$ cat src/rtl/int_sequencer_pkg.sv
// Shared definitions for the interrupt entry sequencer: state codes,
// default vector table addresses and the size of the saved return PC.
package int_sequencer_pkg;

    // Return PC is pushed as two 16-bit words (hi first, then lo).
    localparam int RET_PC_WORDS = 2;

    // Vector table: each entry is two words, hi at base, lo at base+1.
    localparam logic [10:0] VEC_BASE0_DEF = 11'd0;
    localparam logic [10:0] VEC_BASE1_DEF = 11'd2;

    // Sequencer states.
    //   state      | meaning
    //   ST_IDLE    | cpu owns memory port, waiting for pending + boundary
    //   ST_PUSH_HI | write retPc[31:16] to sp
    //   ST_PUSH_LO | write retPc[15:0] to sp-1
    //   ST_VEC_HI  | read vector hi word at base
    //   ST_VEC_LO  | read vector lo word at base+1
    //   ST_LOAD    | one-cycle pcLoad / spLoad / intAck
    typedef logic [2:0] state_t;
    localparam state_t ST_IDLE    = 3'd0;
    localparam state_t ST_PUSH_HI = 3'd1;
    localparam state_t ST_PUSH_LO = 3'd2;
    localparam state_t ST_VEC_HI  = 3'd3;
    localparam state_t ST_VEC_LO  = 3'd4;
    localparam state_t ST_LOAD    = 3'd5;

    // Stack pointer arithmetic wraps modulo 2048 through the 11-bit width.
    function automatic logic [10:0] sp_minus(input logic [10:0] sp, input logic [10:0] n);
        return sp - n;
    endfunction

endpackage

$ cat src/rtl/int_sequencer_if.sv
// Processor-side signal bundle of the interrupt sequencer.
// master: the sequencer itself; slave: the cpu / memory environment.
interface int_sequencer_if;
    logic [1:0]  interruptSignal;
    logic        instrBoundary;
    logic [31:0] retPc;
    logic [10:0] spIn;
    logic        cpuMemRead;
    logic        cpuMemWrite;
    logic [10:0] cpuAddr;
    logic [15:0] cpuWrData;
    logic [15:0] memRdData;
    logic        memRead;
    logic        memWrite;
    logic [10:0] memAddr;
    logic [15:0] memWrData;
    logic        stall;
    logic        pcLoad;
    logic [31:0] pcNew;
    logic        spLoad;
    logic [10:0] spNew;
    logic [1:0]  intAck;

    modport master (
        input  interruptSignal, instrBoundary, retPc, spIn,
               cpuMemRead, cpuMemWrite, cpuAddr, cpuWrData, memRdData,
        output memRead, memWrite, memAddr, memWrData,
               stall, pcLoad, pcNew, spLoad, spNew, intAck
    );

    modport slave (
        output interruptSignal, instrBoundary, retPc, spIn,
               cpuMemRead, cpuMemWrite, cpuAddr, cpuWrData, memRdData,
        input  memRead, memWrite, memAddr, memWrData,
               stall, pcLoad, pcNew, spLoad, spNew, intAck
    );
endinterface

$ cat src/rtl/int_pending.sv
// Rising-edge detect and pending latch for the two interrupt lines,
// with a priority-encoded one-hot select (INT0 outranks INT1).
module int_pending (
    input  logic       clk,
    input  logic       reset,
    input  logic [1:0] irq,
    input  logic [1:0] clr,
    output logic       any_pending,
    output logic [1:0] sel
);
    logic [1:0] prev_q, prev_d;
    logic [1:0] pend_q, pend_d;

    // A new edge outranks a same-cycle clear so no interrupt is dropped.
    always_comb begin
        prev_d = irq;
        pend_d = (pend_q & ~clr) | (irq & ~prev_q);
    end

    // Edge history and pending flags.
    always_ff @(posedge clk) begin
        if (reset) begin
            prev_q <= '0;
            pend_q <= '0;
        end else begin
            prev_q <= prev_d;
            pend_q <= pend_d;
        end
    end

    // Fixed priority select of the line to service next.
    always_comb begin
        any_pending = |pend_q;
        if (pend_q[0])      sel = 2'b01;
        else if (pend_q[1]) sel = 2'b10;
        else                sel = 2'b00;
    end
endmodule

$ cat src/rtl/int_sequencer.sv
// Interrupt entry sequencer: pushes the return PC, fetches the ISR vector,
// then loads PC/SP and acknowledges the serviced line. The cpu is stalled
// for the whole sequence and owns the memory port only while idle.
module int_sequencer
    import int_sequencer_pkg::*;
#(
    parameter logic [10:0] VEC_BASE0 = VEC_BASE0_DEF,
    parameter logic [10:0] VEC_BASE1 = VEC_BASE1_DEF
) (
    input  logic           clk,
    input  logic           reset,
    int_sequencer_if.master bus
);
    state_t      state_q, state_d;
    logic [1:0]  line_q, line_d;
    logic [10:0] sp_q, sp_d;
    logic [31:0] ret_q, ret_d;
    logic [31:0] vec_q, vec_d;

    logic [1:0]  clr;
    logic        any_pend;
    logic [1:0]  sel;
    logic [10:0] base;

    logic        mem_read, mem_write, stall, pc_load, sp_load;
    logic [10:0] mem_addr, sp_new;
    logic [15:0] mem_wr_data;
    logic [31:0] pc_new;
    logic [1:0]  int_ack;

    int_pending u_pending (
        .clk         (clk),
        .reset       (reset),
        .irq         (bus.interruptSignal),
        .clr         (clr),
        .any_pending (any_pend),
        .sel         (sel)
    );

    // Next-state logic; line, sp and return PC are captured on leaving idle.
    always_comb begin
        state_d = state_q;
        line_d  = line_q;
        sp_d    = sp_q;
        ret_d   = ret_q;
        vec_d   = vec_q;
        clr     = 2'b00;
        case (state_q)
            ST_IDLE: begin
                if (any_pend && bus.instrBoundary) begin
                    state_d = ST_PUSH_HI;
                    line_d  = sel;
                    sp_d    = bus.spIn;
                    ret_d   = bus.retPc;
                end
            end
            ST_PUSH_HI: state_d = ST_PUSH_LO;
            ST_PUSH_LO: state_d = ST_VEC_HI;
            ST_VEC_HI: begin
                vec_d[31:16] = bus.memRdData;
                state_d      = ST_VEC_LO;
            end
            ST_VEC_LO: begin
                vec_d[15:0] = bus.memRdData;
                state_d     = ST_LOAD;
            end
            ST_LOAD: begin
                clr     = line_q;
                state_d = ST_IDLE;
            end
            default: state_d = ST_IDLE;
        endcase
    end

    // State and service context registers.
    always_ff @(posedge clk) begin
        if (reset) begin
            state_q <= ST_IDLE;
            line_q  <= '0;
            sp_q    <= '0;
            ret_q   <= '0;
            vec_q   <= '0;
        end else begin
            state_q <= state_d;
            line_q  <= line_d;
            sp_q    <= sp_d;
            ret_q   <= ret_d;
            vec_q   <= vec_d;
        end
    end

    // Output decode; idle passes cpu requests through, write wins a read/write clash.
    always_comb begin
        base        = line_q[0] ? VEC_BASE0 : VEC_BASE1;
        mem_read    = 1'b0;
        mem_write   = 1'b0;
        mem_addr    = bus.cpuAddr;
        mem_wr_data = bus.cpuWrData;
        stall       = 1'b1;
        pc_load     = 1'b0;
        sp_load     = 1'b0;
        pc_new      = '0;
        sp_new      = '0;
        int_ack     = 2'b00;
        case (state_q)
            ST_IDLE: begin
                stall     = 1'b0;
                mem_write = bus.cpuMemWrite;
                mem_read  = bus.cpuMemRead & ~bus.cpuMemWrite;
            end
            ST_PUSH_HI: begin
                mem_write   = 1'b1;
                mem_addr    = sp_q;
                mem_wr_data = ret_q[31:16];
            end
            ST_PUSH_LO: begin
                mem_write   = 1'b1;
                mem_addr    = sp_minus(sp_q, 11'd1);
                mem_wr_data = ret_q[15:0];
            end
            ST_VEC_HI: begin
                mem_read = 1'b1;
                mem_addr = base;
            end
            ST_VEC_LO: begin
                mem_read = 1'b1;
                mem_addr = base + 11'd1;
            end
            ST_LOAD: begin
                pc_load = 1'b1;
                sp_load = 1'b1;
                pc_new  = vec_q;
                sp_new  = sp_minus(sp_q, 11'(RET_PC_WORDS));
                int_ack = line_q;
            end
            default: stall = 1'b0;
        endcase
        // Nothing reaches memory or the cpu while reset is held.
        if (reset) begin
            mem_read  = 1'b0;
            mem_write = 1'b0;
            stall     = 1'b0;
            pc_load   = 1'b0;
            sp_load   = 1'b0;
            pc_new    = '0;
            sp_new    = '0;
            int_ack   = 2'b00;
        end
    end

    assign bus.memRead   = mem_read;
    assign bus.memWrite  = mem_write;
    assign bus.memAddr   = mem_addr;
    assign bus.memWrData = mem_wr_data;
    assign bus.stall     = stall;
    assign bus.pcLoad    = pc_load;
    assign bus.pcNew     = pc_new;
    assign bus.spLoad    = sp_load;
    assign bus.spNew     = sp_new;
    assign bus.intAck    = int_ack;
endmodule

$ cat src/flat_wrapper.sv
// flat-port wrapper written by rule: the top's interface ports become plain ports
module int_sequencer_flat import int_sequencer_pkg::*;
#(
    parameter logic [10:0] VEC_BASE0 = VEC_BASE0_DEF,
    parameter logic [10:0] VEC_BASE1 = VEC_BASE1_DEF
)
  (clk, reset, bus_interruptSignal, bus_instrBoundary, bus_retPc, bus_spIn, bus_cpuMemRead, bus_cpuMemWrite, bus_cpuAddr, bus_cpuWrData, bus_memRdData, bus_memRead, bus_memWrite, bus_memAddr, bus_memWrData, bus_stall, bus_pcLoad, bus_pcNew, bus_spLoad, bus_spNew, bus_intAck);
  int_sequencer_if bus_i ();
  input  logic clk;
  input  logic reset;
  input wire logic [$bits(bus_i.interruptSignal)-1:0] bus_interruptSignal;
  input wire logic [$bits(bus_i.instrBoundary)-1:0] bus_instrBoundary;
  input wire logic [$bits(bus_i.retPc)-1:0] bus_retPc;
  input wire logic [$bits(bus_i.spIn)-1:0] bus_spIn;
  input wire logic [$bits(bus_i.cpuMemRead)-1:0] bus_cpuMemRead;
  input wire logic [$bits(bus_i.cpuMemWrite)-1:0] bus_cpuMemWrite;
  input wire logic [$bits(bus_i.cpuAddr)-1:0] bus_cpuAddr;
  input wire logic [$bits(bus_i.cpuWrData)-1:0] bus_cpuWrData;
  input wire logic [$bits(bus_i.memRdData)-1:0] bus_memRdData;
  output wire logic [$bits(bus_i.memRead)-1:0] bus_memRead;
  output wire logic [$bits(bus_i.memWrite)-1:0] bus_memWrite;
  output wire logic [$bits(bus_i.memAddr)-1:0] bus_memAddr;
  output wire logic [$bits(bus_i.memWrData)-1:0] bus_memWrData;
  output wire logic [$bits(bus_i.stall)-1:0] bus_stall;
  output wire logic [$bits(bus_i.pcLoad)-1:0] bus_pcLoad;
  output wire logic [$bits(bus_i.pcNew)-1:0] bus_pcNew;
  output wire logic [$bits(bus_i.spLoad)-1:0] bus_spLoad;
  output wire logic [$bits(bus_i.spNew)-1:0] bus_spNew;
  output wire logic [$bits(bus_i.intAck)-1:0] bus_intAck;
  assign bus_i.interruptSignal = bus_interruptSignal;
  assign bus_i.instrBoundary = bus_instrBoundary;
  assign bus_i.retPc = bus_retPc;
  assign bus_i.spIn = bus_spIn;
  assign bus_i.cpuMemRead = bus_cpuMemRead;
  assign bus_i.cpuMemWrite = bus_cpuMemWrite;
  assign bus_i.cpuAddr = bus_cpuAddr;
  assign bus_i.cpuWrData = bus_cpuWrData;
  assign bus_i.memRdData = bus_memRdData;
  assign bus_memRead = bus_i.memRead;
  assign bus_memWrite = bus_i.memWrite;
  assign bus_memAddr = bus_i.memAddr;
  assign bus_memWrData = bus_i.memWrData;
  assign bus_stall = bus_i.stall;
  assign bus_pcLoad = bus_i.pcLoad;
  assign bus_pcNew = bus_i.pcNew;
  assign bus_spLoad = bus_i.spLoad;
  assign bus_spNew = bus_i.spNew;
  assign bus_intAck = bus_i.intAck;
  int_sequencer #(.VEC_BASE0(VEC_BASE0), .VEC_BASE1(VEC_BASE1)) u_core (.clk(clk), .reset(reset), .bus(bus_i));
endmodule
$ cat config.mk
export PLATFORM = sky130hd
export DESIGN_NAME = int_sequencer_flat
export DESIGN_NICKNAME = d
export VERILOG_FILES = /design/src/rtl/int_sequencer_pkg.sv /design/src/rtl/int_sequencer_if.sv /design/src/rtl/int_pending.sv /design/src/rtl/int_sequencer.sv /design/src/flat_wrapper.sv
export SDC_FILE = /design/constraint.sdc
export NUM_CORES = 1
export LEC_CHECK = 0
export CAP_MARGIN = 20
export CORE_ASPECT_RATIO = 0.75
export CORE_MARGIN = 1
export CORE_UTILIZATION = 60
export CTS_CLUSTER_SIZE = 10
export DETAILED_ROUTE_END_ITERATION = 12
export DONT_BUFFER_PORTS = 1
export HOLD_SLACK_MARGIN = 0.15
export PLACE_DENSITY_LB_ADDON = 0.2
export SYNTH_ARGS = -nofsm -noshare
export SYNTH_HDL_FRONTEND = slang
export SYNTH_HIERARCHICAL = 1
export SYNTH_SLANG_ARGS = --single-unit
export TNS_END_PERCENT = 10
$ cat constraint.sdc
create_clock -name clk -period 4.94 [get_ports clk]
set_clock_uncertainty 0.2 [all_clocks]
set_input_delay 0.988 -clock clk [delete_from_list [all_inputs] [get_ports clk]]
set_output_delay 0.988 -clock clk [all_outputs]
set_load 0.05 [all_outputs]
-- After elaboration in Yosys (flattened, before gate mapping)
Index checks and enable logic that the tools add are counted.
- add/sub/neg operators: 3
- equal/unequal tests: 6
- mux-type cells: 21
- bitwise logic cells: 7
- reduce and logical (&&, ||, !) cells: 7
- operator list (cell ; count):
    $mux W32 ; 2
    $pmux W11 S4 ; 1
    $pmux W16 S2 ; 1
    $mux W11 ; 2
    $pmux W3 S5 ; 1
    $add A11 B1 Y11 const B ; 1
    $sub A11 B1 Y11 const B ; 1
    $sub A11 B2 Y11 const B ; 1
    $mux W2 ; 5
    $eq A3 B2 Y1 const B ; 2
    $eq A3 B3 Y1 const B ; 2
    $mux W1 ; 6
    $reduce_or A2 Y1 ; 3
    $reduce_or A5 Y1 ; 1
    $and A2 B2 Y2 ; 2
    $not A2 Y2 ; 2
    $pmux W1 S2 ; 2
    $eq A3 B1 Y1 const B ; 1
    $logic_not A3 Y1 ; 1
    $mux W3 ; 1
    $ne A2 B1 Y1 const B ; 1
    $or A2 B2 Y2 ; 1
    $reduce_and A2 Y1 ; 1
    $and A1 B1 Y1 ; 1
    other kinds (2) ; 2
- register bits: 84
- bits of input ports: 93
- output and inout bits: 77

-- Logic depth before layout (Yosys ltp)
Gate-level depths: netlist of run 1.
- depth in word-level cells: 5
- depth in mapped cells: 7
- mapped depth without buffers: 6

-- Modules after synthesis
The synthesis of run 1 kept the hierarchy.
- modules (own cells, without submodules) (module ; times used ; cells an instance ; area an instance (sq um)):
    int_sequencer ; 1 ; 578 ; 4058.9
    int_pending ; 1 ; 15 ; 147.6

-- Worst setup path before layout of run 1
Ideal clock, no wire load.
- path kind: input -> output
- from: input reset
- to: output bus_memWrite
- data arrival time: 3647 ps
- setup slack: 105 ps
- stages: 2
- path buffers: 1
- path through: clkbuf_1 -> a2111oi_0
- cells in the longest elaborated chain, start to end: 1
- RTL lines (item ; RTL line ; text):
    start, declared ; flat_wrapper.sv:10 ; input logic reset;
    $mux W1 ; int_sequencer.sv:139 ; if (reset) begin
    end, declared ; flat_wrapper.sv:21 ; output wire logic [$bits(bus_i.memWrite)-1:0] bus_memWrite;
No other way between the ends.

-- Final worst setup path of run 1
- from: register u_core.state_q[0]
- to: output bus_pcNew[7]
- cells in the longest elaborated chain, start to end: 3
- RTL lines (item ; RTL line ; text):
    start, declared ; int_sequencer.sv:14 ; state_t state_q, state_d;
    start signal, assigned ; int_sequencer.sv:84 ; state_q <= state_d;
    $eq A3 B3 Y1 ; int_sequencer.sv:105 ; case (state_q)
    $mux W32 ; int_sequencer.sv:105 ;
    $mux W32 ; int_sequencer.sv:139 ;
    end, declared ; flat_wrapper.sv:26 ; output wire logic [$bits(bus_i.pcNew)-1:0] bus_pcNew;
No other way between the ends.

==> key figures, run 1 <==
GRT
  – Number of global-route vias before repair: 3185
  – Total GRT Usage: 26.2%
  – Initial antenna violation count: 0
  – First-pass GRT wire length: 15000 um
  – Overflow after GRT: 0
  – Largest net degree at the start of global routing: 88

Floorplan
  – Initial Util: 61.9%
  – FP Rows: 26
  – Core area: 6800 um2
  – Die width: 98.7 um
  – Die area: 7350 um2
  – Die Span Y: 74.5 um
  – Io pins: 170

Flow run
  – Max-Cap Viols: 0

Critical path
  – Reg2Reg Depth: 5
  – Setup Crit Path Kind: register to output port
  – CP endpoint kind: output port
  – Crit start category: register
  – Worst EP required: 3.75 ns
  – CP Max Fanout: 36
  – Critical path origin: u_core/state_q[0]
  – Worst R2R End: u_core/ret_q[4]
  – Crit path DAT: 2.97 ns
  – FF-to-FF Start: u_core/state_q[2]
  – R2R Setup Slk: 2.57 ns

Place
  – Post-DP Area: 4200 um2
  – Routability congestion estimate: 0.897
  – HPWL after detailed placement: 7020 um
  – # port buffers: 0

Routing
  – Initial DRC Count: 184
  – WL per Instance: 15.1 um
  – Routed via count: 3849
  – Total wire length: 9930 um
  – Final ANT Viol Nets: 0
  – DRC viols: 0
  – Post-DR vias/cell: 5.84
  – DR pass1 iterations: 6

Yosys
  – Predominant post-synthesis flop cell: dfxtp_1
  – Syn_nets: 688
  – Post-synthesis cell count: 593
  – Register bit count reported by yosys: 84
  – Post-synth EDFFs: 0
  – Post-synth cell types: 43
  – Register area share after synthesis: 40.0%
  – Ys Warns: 6
  – Post-synth ARST share: 0%
  – Mean post-synth cell area: 7.09 um2
  – Cell Area, Synth: 4210 um2

Clock network
  – Resize count post-CTS: 0
  – CTS tree: done
  – Htree depth: 3
  – CTS root buffer: clkbuf_8
  – CTS Buf Count: 9
  – Clock transition at path regs: 0.08 ns
  – Clk_lat worst skew: 0.35 ns
  – CTS max path bufs: 2
  – Post-CTS Hold Buffers: 0
  – Clock sinks: 84
  – Postcts setup bufs: 0

Finish
  – Ratio of cells with drive above 1 in the final layout: 6.78%
  – Commonest non-fill, non-tap cells in the layout: nand2_1, a21oi_1, dfxtp_1
  – Commonest non-fill, non-tap cell in the layout: nand2_1
  – Post-route cell area: 4420 um2
  – Layout area overhead: 5.06%
  – N_diodes: 0
  – Final net count: 665

Timing
  – Post-route minimum period: 4.16 ns
  – Final Max Tran Viols: 0
  – Worst-margin pin slew: 1.11 ns
  – Fin. Hold Viols: 0
  – Setup violators final: 0
  – Fmax: 0.240 GHz
  – Worst slew margin: 25.5%
  – Fin Setup TNS: 0 ns
  – RSZ-0062 raised after global routing: no
  – Final period util: 84.3%

Hold path
  – Hold depth: 2
  – Hold WC Path Type: register to register
  – Hold_sp: u_core/vec_q[6]
  – Hold Path End: u_core/vec_q[6]

Status
  – Status: finished clean

Power
  – Worst vdd ir: 0.243 mV
  – PD cells: 371 nW/um2
  – Leak: 1.64 nW
==> per-stage QoR <==
stage | instances | hold slack (ns) | util [%] | total power, W | setup WS (ns)
after global placement | 642 | 0.231 | 61.8 | 0.00114 | 1.29
after CTS | 658 | 0.248 | 64.9 | 0.00165 | 0.760
after global routing | 659 | 0.262 | 65.0 | 0.00172 | 0.509
final | 659 | 0.246 | 65.0 | 0.00164 | 0.778
after detailed placement | 642 | 0.237 | 61.8 | 0.00115 | 1.15
after floorplan | 593 | 0.232 | - | 0.00110 | 0.105
==> area by class of cell <==
cell class                 instances  area, um2
sequential                        84       1680
clock buffer                      12        155
clock inverter                     4       55.1
tap                               84        105
timing repair buffer              12       90.1
fill                             639       2380
multi-input combinational        455       2300
inverter                           8       30.0
==> state kept, by name, summed over array words and instances, names as in the netlist <==
name                     flops
u_core/u_pending/pend_q      2
u_core/ret_q                32
u_core/u_pending/prev_q      2
u_core/sp_q                 11
u_core/state_q               3
u_core/line_q                2
u_core/vec_q                32
==> cells by family after synthesis <==
family,count (synthesis),share of synthesized area (%)
AO/OA/AOI/OAI,138,18.8
XOR/XNOR,9,1.87
adder cells (fa/ha/maj),2,0.595
buffers and inverters,54,5.56
flip-flops,84,40.0
multiplexers,2,0.476
AND/OR/NAND/NOR,304,32.7
==> per-layer routing <==
| metal | track usage (%) | vias up | routed length [um] |
|---|---|---|---|
| li1 | - | 1902 | - |
| met1 | 34.3 | 1764 | 4290 |
| met5 | 0 | - | 0 |
| met2 | 42.0 | 172 | 4590 |
| met4 | 8.29 | 0 | 87 |
| met3 | 8.27 | 11 | 967 |
==> worst max path at each step <==
stage	to	slack, ns	cells past startpoint
global placement	bus_pcNew[10]	1.29	4
detailed placement	bus_pcNew[7]	1.15	5
global route	bus_pcNew[7]	0.51	5
floorplan	bus_memWrite	0.11	2
CTS	bus_pcNew[7]	0.76	5
finish	bus_pcNew[7]	0.78	5
==> critical path, stage by stage, from the launching register on <==
cell,delay [ns]
dfxtp_1,0.60
nor2b_1,0.39
nand2_1,0.10
or2_2,0.43
inv_1,0.56
and2_1,0.55
==> power by group <==
group          internal [W]  total (W)  switching (W)
Combinational      0.000108   0.000396       0.000288
Sequential         0.000707   0.000741      0.0000331
Clock              0.000264   0.000504       0.000240
Total               0.00108    0.00164       0.000561
==> cells in the mapped netlist, drive strengths merged (3+ instances only) <==
| library cell | n | area (um2) |
|---|---|---|
| and3 | 3 | 18.8 |
| or2 | 5 | 31.3 |
| a21oi | 92 | 460 |
| and2 | 35 | 219 |
| buf | 16 | 91.3 |
| dfxtp | 84 | 1680 |
| xnor2 | 9 | 78.8 |
| nor2 | 26 | 97.6 |
| a22oi | 17 | 128 |
| nor2b | 8 | 50.1 |
| inv | 8 | 30.0 |
| o21ai | 14 | 70.1 |
| clkbuf | 30 | 113 |
| nand2b | 7 | 43.8 |
| nor3b | 5 | 42.5 |
| nor4 | 3 | 25.0 |
| nor3 | 5 | 35.0 |
| nand2 | 200 | 751 |
(Power assumes the default switching activity.)
==> run 2, diff against run 1 <==
--- a/config.mk
+++ b/config.mk
@@ -8,7 +8,7 @@
 export CAP_MARGIN = 20
 export CORE_ASPECT_RATIO = 0.75
 export CORE_MARGIN = 1
-export CORE_UTILIZATION = 60
+export CORE_UTILIZATION = 57
 export CTS_CLUSTER_SIZE = 10
 export DETAILED_ROUTE_END_ITERATION = 12
 export DONT_BUFFER_PORTS = 1
==> constraint.sdc (replaced) <==
create_clock -name clk -period 3.7 [get_ports clk]
set_clock_uncertainty 0.2 [all_clocks]
set_input_delay 0.74 -clock clk [delete_from_list [all_inputs] [get_ports clk]]
set_output_delay 0.74 -clock clk [all_outputs]
set_load 0.05 [all_outputs]
==> run 2 against run 1 <==
  * Register-to-register slack got worse by 1.3 ns
  * Clock power rose by 27%
  * Final cell count rose by 13%
  * Combinational power rose by 72%
  * Final area rose by 27%
  * Via count rose by 10%
  * Die area rose by 5.1%
  * Worst hold slack got worse by 0.0029 ns
  * Total power rose by 41%
  * Non-clock buffer count rose by 73
  * First-iteration DRC count rose by 46%
==> key figures, run 2 (synthesized netlist as in run 1, its figures left out) <==
Status
  – Status: finished clean

Floorplan
  – Io pins: 170
  – Die Span Y: 76.4 um
  – FP Rows: 26
  – Die area: 7730 um2
  – Core area: 6960 um2
  – Die width: 101 um
  – Initial Util: 60.4%

Clock network
  – Htree depth: 3
  – CTS max path bufs: 2
  – Resize count post-CTS: 0
  – Clock transition at path regs: 0.08 ns
  – Postcts setup bufs: 0
  – CTS tree: done
  – CTS root buffer: clkbuf_8
  – CTS Buf Count: 9
  – Post-CTS Hold Buffers: 0
  – Clock sinks: 84
  – Clk_lat worst skew: 0.35 ns

Critical path
  – Critical path's top delay family: simple AND/OR/NAND/NOR gates
  – Crit path cell chain: inv_1 > ha_1 > or4b_4 > or2_1 > nor4_1 > a221o_1
  – R2R Setup Slk: 1.30 ns
  – CP Max Fanout: 10
  – Setup Crit Path Kind: register to output port
  – CP endpoint kind: output port
  – Crit start category: register
  – Worst EP required: 2.76 ns
  – Crit path DAT: 2.61 ns
  – WP buf/inv: 1
  – Slowest Stage Delay on Critical Path: 0.51 ns
  – Slowest-stage cell, CP: or4b_4

Routing
  – DR pass1 iterations: 5
  – Final ANT Viol Nets: 0
  – Total wire length: 11600 um
  – DRC viols: 0
  – Routed via count: 4232
  – WL per Instance: 15.5 um
  – Post-DR vias/cell: 5.67
  – Initial DRC Count: 269

GRT
  – First-pass GRT wire length: 18300 um
  – Overflow after GRT: 0
  – Initial antenna violation count: 0
  – Largest net degree at the start of global routing: 88
  – Total GRT Usage: 30.2%
  – Number of global-route vias before repair: 3877

Place
  – HPWL after detailed placement: 8520 um
  – Post-DP Area: 5390 um2
  – Routability congestion estimate: 0.930
  – # port buffers: 0

Timing
  – RSZ-0062 raised after global routing: no
  – Fmax: 0.282 GHz
  – Setup violators final: 0
  – Fin. Hold Viols: 0
  – Post-route minimum period: 3.55 ns
  – Worst-margin pin slew: 1.09 ns
  – Worst slew margin: 26.8%
  – Final Max Tran Viols: 0
  – Fin Setup TNS: 0 ns
  – Final period util: 95.9%

Power
  – PD cells: 413 nW/um2
  – Leak: 2.17 nW
  – Worst vdd ir: 0.336 mV

Finish
  – Commonest non-fill, non-tap cell in the layout: nand2_1
  – Ratio of cells with drive above 1 in the final layout: 17.1%
  – N_diodes: 0
  – Commonest non-fill, non-tap cells in the layout: nand2_1, a21oi_1, dfxtp_1
  – Final Util: 80.4%
  – Layout area overhead: 33.0%
  – Biggest regs: u_core/ret_q x32, u_core/vec_q x32, u_core/sp_q x11
  – Final net count: 738
  – Post-route cell area: 5600 um2

Hold path
  – Hold WC Path Type: input pin to register

Flow run
  – Max-Cap Viols: 0
run 2: layer usage:
layer	vias up	routed length [um]	share of wire [%]	track usage [%]
li1	2053	-	-	-
met2	222	5840	50	51.7
met1	1942	4520	39	36.9
met4	0	163	1.4	9.86
met5	-	0	0	0
met3	15	1070	9.2	7.43
run 2: area by class of cell:
cell class              count  area (um2)
well taps                  98         123
clock inverters             5        61.3
flip-flops and latches     84        1680
repair buffers             85        1270
fillers                   490        1370
clock buffers              11         131
multi-input cells         455        2300
inverters                   8        30.0
run 2: per-stage QoR:
| stage | total power (W) | hold slack (ns) | setup slack, ns | cells |
|---|---|---|---|---|
| floorplan | 0.00147 | 0.232 | 0.0289 | 593 |
| global placement | 0.00166 | 0.232 | 0.633 | 729 |
| detailed placement | 0.00168 | 0.236 | 0.575 | 729 |
| CTS | 0.00231 | 0.235 | 0.169 | 745 |
| global route | 0.00241 | 0.229 | 0.0348 | 746 |
| finish | 0.00231 | 0.243 | 0.151 | 746 |
run 2: path summary, 6_finish.rpt:
kind         cells after the start          endpoint              start
max                              6    bus_memAddr[6]     u_core/sp_q[0]
min                              1  u_core/vec_q[21]              reset
min reg2reg                      2   u_core/vec_q[4]    u_core/vec_q[4]
max reg2reg                      6   u_core/ret_q[1]  u_core/state_q[2]
run 2: report_power, final:
group	internal [W]	total, W	switching (W)
sequential	0.000945	0.000989	0.0000440
clock	0.000315	0.000640	0.000326
combinational	0.000260	0.000681	0.000421
==> run 3, diff against run 2 <==
--- a/config.mk
+++ b/config.mk
@@ -8,12 +8,12 @@
 export CAP_MARGIN = 20
 export CORE_ASPECT_RATIO = 0.75
 export CORE_MARGIN = 1
-export CORE_UTILIZATION = 57
+export CORE_UTILIZATION = 60
 export CTS_CLUSTER_SIZE = 10
 export DETAILED_ROUTE_END_ITERATION = 12
 export DONT_BUFFER_PORTS = 1
 export HOLD_SLACK_MARGIN = 0.15
-export PLACE_DENSITY_LB_ADDON = 0.2
+export PLACE_DENSITY = 0.76
 export SYNTH_ARGS = -nofsm -noshare
 export SYNTH_HDL_FRONTEND = slang
 export SYNTH_HIERARCHICAL = 1
==> constraint.sdc (replaced) <==
create_clock -name clk -period 3.65 [get_ports clk]
set_clock_uncertainty 0.2 [all_clocks]
set_input_delay 0.73 -clock clk [delete_from_list [all_inputs] [get_ports clk]]
set_output_delay 0.73 -clock clk [all_outputs]
set_load 0.05 [all_outputs]
==> run 3 against run 2 <==
  * Critical path depth is 1 higher
  * Die area fell by 4.9%
  * Flip-flop and latch count unchanged
==> key figures, run 3 (synthesized netlist as in run 1, its figures left out) <==
Timing
  – Post-route minimum period: 3.47 ns
  – Fin. Hold Viols: 0
  – Fin Setup TNS: 0 ns
  – Final Max Tran Viols: 0
  – Fmax: 0.288 GHz
  – RSZ-0062 raised after global routing: no
  – Worst slew margin: 57.4%
  – Final period util: 95.2%
  – Setup violators final: 0
  – Worst-margin pin slew: 0.639 ns

GRT
  – Grt peak-use layer: met2
  – Largest net degree at the start of global routing: 88
  – Initial antenna violation count: 0
  – Total GRT Usage: 31.0%
  – Met3 usage: 10.9%
  – Number of global-route vias before repair: 3898
  – Overflow after GRT: 0
  – Met2 GRT Util: 55.1%
  – Met1 Usage GRT: 35.0%
  – First-pass GRT wire length: 17900 um

Finish
  – N_diodes: 0
  – Fill cells: 425
  – Commonest non-fill, non-tap cells in the layout: nand2_1, a21oi_1, dfxtp_1
  – Ratio of cells with drive above 1 in the final layout: 17.3%
  – Layout area overhead: 32.5%
  – Commonest non-fill, non-tap cell in the layout: nand2_1
  – Biggest regs: u_core/ret_q x32, u_core/vec_q x32, u_core/sp_q x11
  – Final net count: 737

Power
  – Leak: 2.17 nW
  – Worst vdd ir: 0.377 mV
  – Total Power: 0.00235 W
  – PD cells: 421 nW/um2

Routing
  – WL per Instance: 15.8 um
  – Total wire length: 11500 um
  – Initial DRC Count: 265
  – DRC viols: 0
  – Routed via count: 4245
  – Post-DR vias/cell: 5.82
  – DR pass1 iterations: 6
  – Final ANT Viol Nets: 0

Floorplan
  – Initial Util: 61.9%
  – Core area: 6800 um2
  – Die area: 7350 um2
  – Io pins: 170
  – Die width: 98.7 um
  – FP Rows: 26
  – Die Span Y: 74.5 um

Clock network
  – Htree depth: 3
  – Clock transition at path regs: 0.09 ns
  – CTS tree: done
  – CTS max path bufs: 2
  – CTS root buffer: clkbuf_8
  – Clk_lat worst skew: 0.34 ns
  – CTS Buf Count: 9
  – Clock sinks: 84

Critical path
  – Setup Crit Path Kind: register to output port
  – Worst EP required: 2.72 ns
  – Crit start category: register
  – CP Max Fanout: 10
  – CP endpoint kind: output port
  – Crit path DAT: 2.54 ns

Hold path
  – Hold WC Path Type: register to register

Place
  – Routability congestion estimate: 0.994
  – # port buffers: 0
  – HPWL after detailed placement: 8450 um

Flow run
  – Max-Cap Viols: 0

Status
  – Status: finished clean
## run 3: cell types whose count changed in the layout (fill, tap and decap cells not counted), sizes merged
cell | before | now
buf | 85 | 84
clkbuf | 11 | 10
## run 3: per-stage QoR
| stage | hold WS (ns) | setup WS [ns] | utilization [%] | std cells | cell area, um2 |
|---|---|---|---|---|---|
| 6_report | 0.245 | 0.176 | 82.0 | 730 | 5580 |
| 5_1_grt | 0.214 | 0.0241 | 82.0 | 730 | 5580 |
| 4_1_cts | 0.221 | 0.0880 | 81.9 | 729 | 5570 |
| 3_5_place_dp | 0.236 | 0.521 | 78.9 | 714 | 5370 |
| 3_3_place_gp | 0.232 | 0.618 | 78.9 | 714 | 5370 |
| 2_1_floorplan | 0.232 | 0.142 | - | 593 | 4210 |
## run 3: timing repair
item                                    in CTS  in global routing
buffers inserted                             0                  0
hold buffers                                 0                  0
endpoints found under the setup margin       0                  1
resized for setup                            0                  1
## run 3: area by class of cell
type                       count  area (um2)  area share [%]
clock buffer                  10         138            2.47
clock inverter                 5        61.3            1.10
inverter                       8        30.0           0.539
multi-input combinational    455        2300            41.3
sequential                    84        1680            30.2
tap                           84         105            1.89
timing repair buffer          84        1260            22.5
## run 3: metal layers
metal  part of all wire, %  wire length [um]
met1                    38              4440
met2                    51              5870
met3                   8.4               972
met4                   2.3               261
met5                     0                 0
## run 3: report_power, final
part | internal [W] | switching (W) | leakage (nW) | total (W)
combinational | 0.000262 | 0.000426 | 1.40 | 0.000688
sequential | 0.000958 | 0.0000451 | 0.682 | 0.00100
clock | 0.000333 | 0.000325 | 0.0910 | 0.000658
total | 0.00155 | 0.000796 | 2.17 | 0.00235
## run 3: path summary, 6_finish.rpt
kind | startpoint | end | slack [ns] | cells past startpoint
max reg2reg | u_core/state_q[2] | u_core/sp_q[2] | 1.31 | 5
min reg2reg | u_core/vec_q[19] | u_core/vec_q[19] | 0.25 | 2
max | u_core/sp_q[0] | bus_memAddr[8] | 0.18 | 7
min | u_core/vec_q[19] | u_core/vec_q[19] | 0.25 | 2
## run 3: critical path, stage by stage (launching register included)
cell	delay [ns]
dfxtp_1	0.43
inv_1	0.16
ha_1	0.22
or4b_4	0.51
or2_1	0.24
o311ai_1	0.26
a32oi_1	0.15
buf_4	0.22
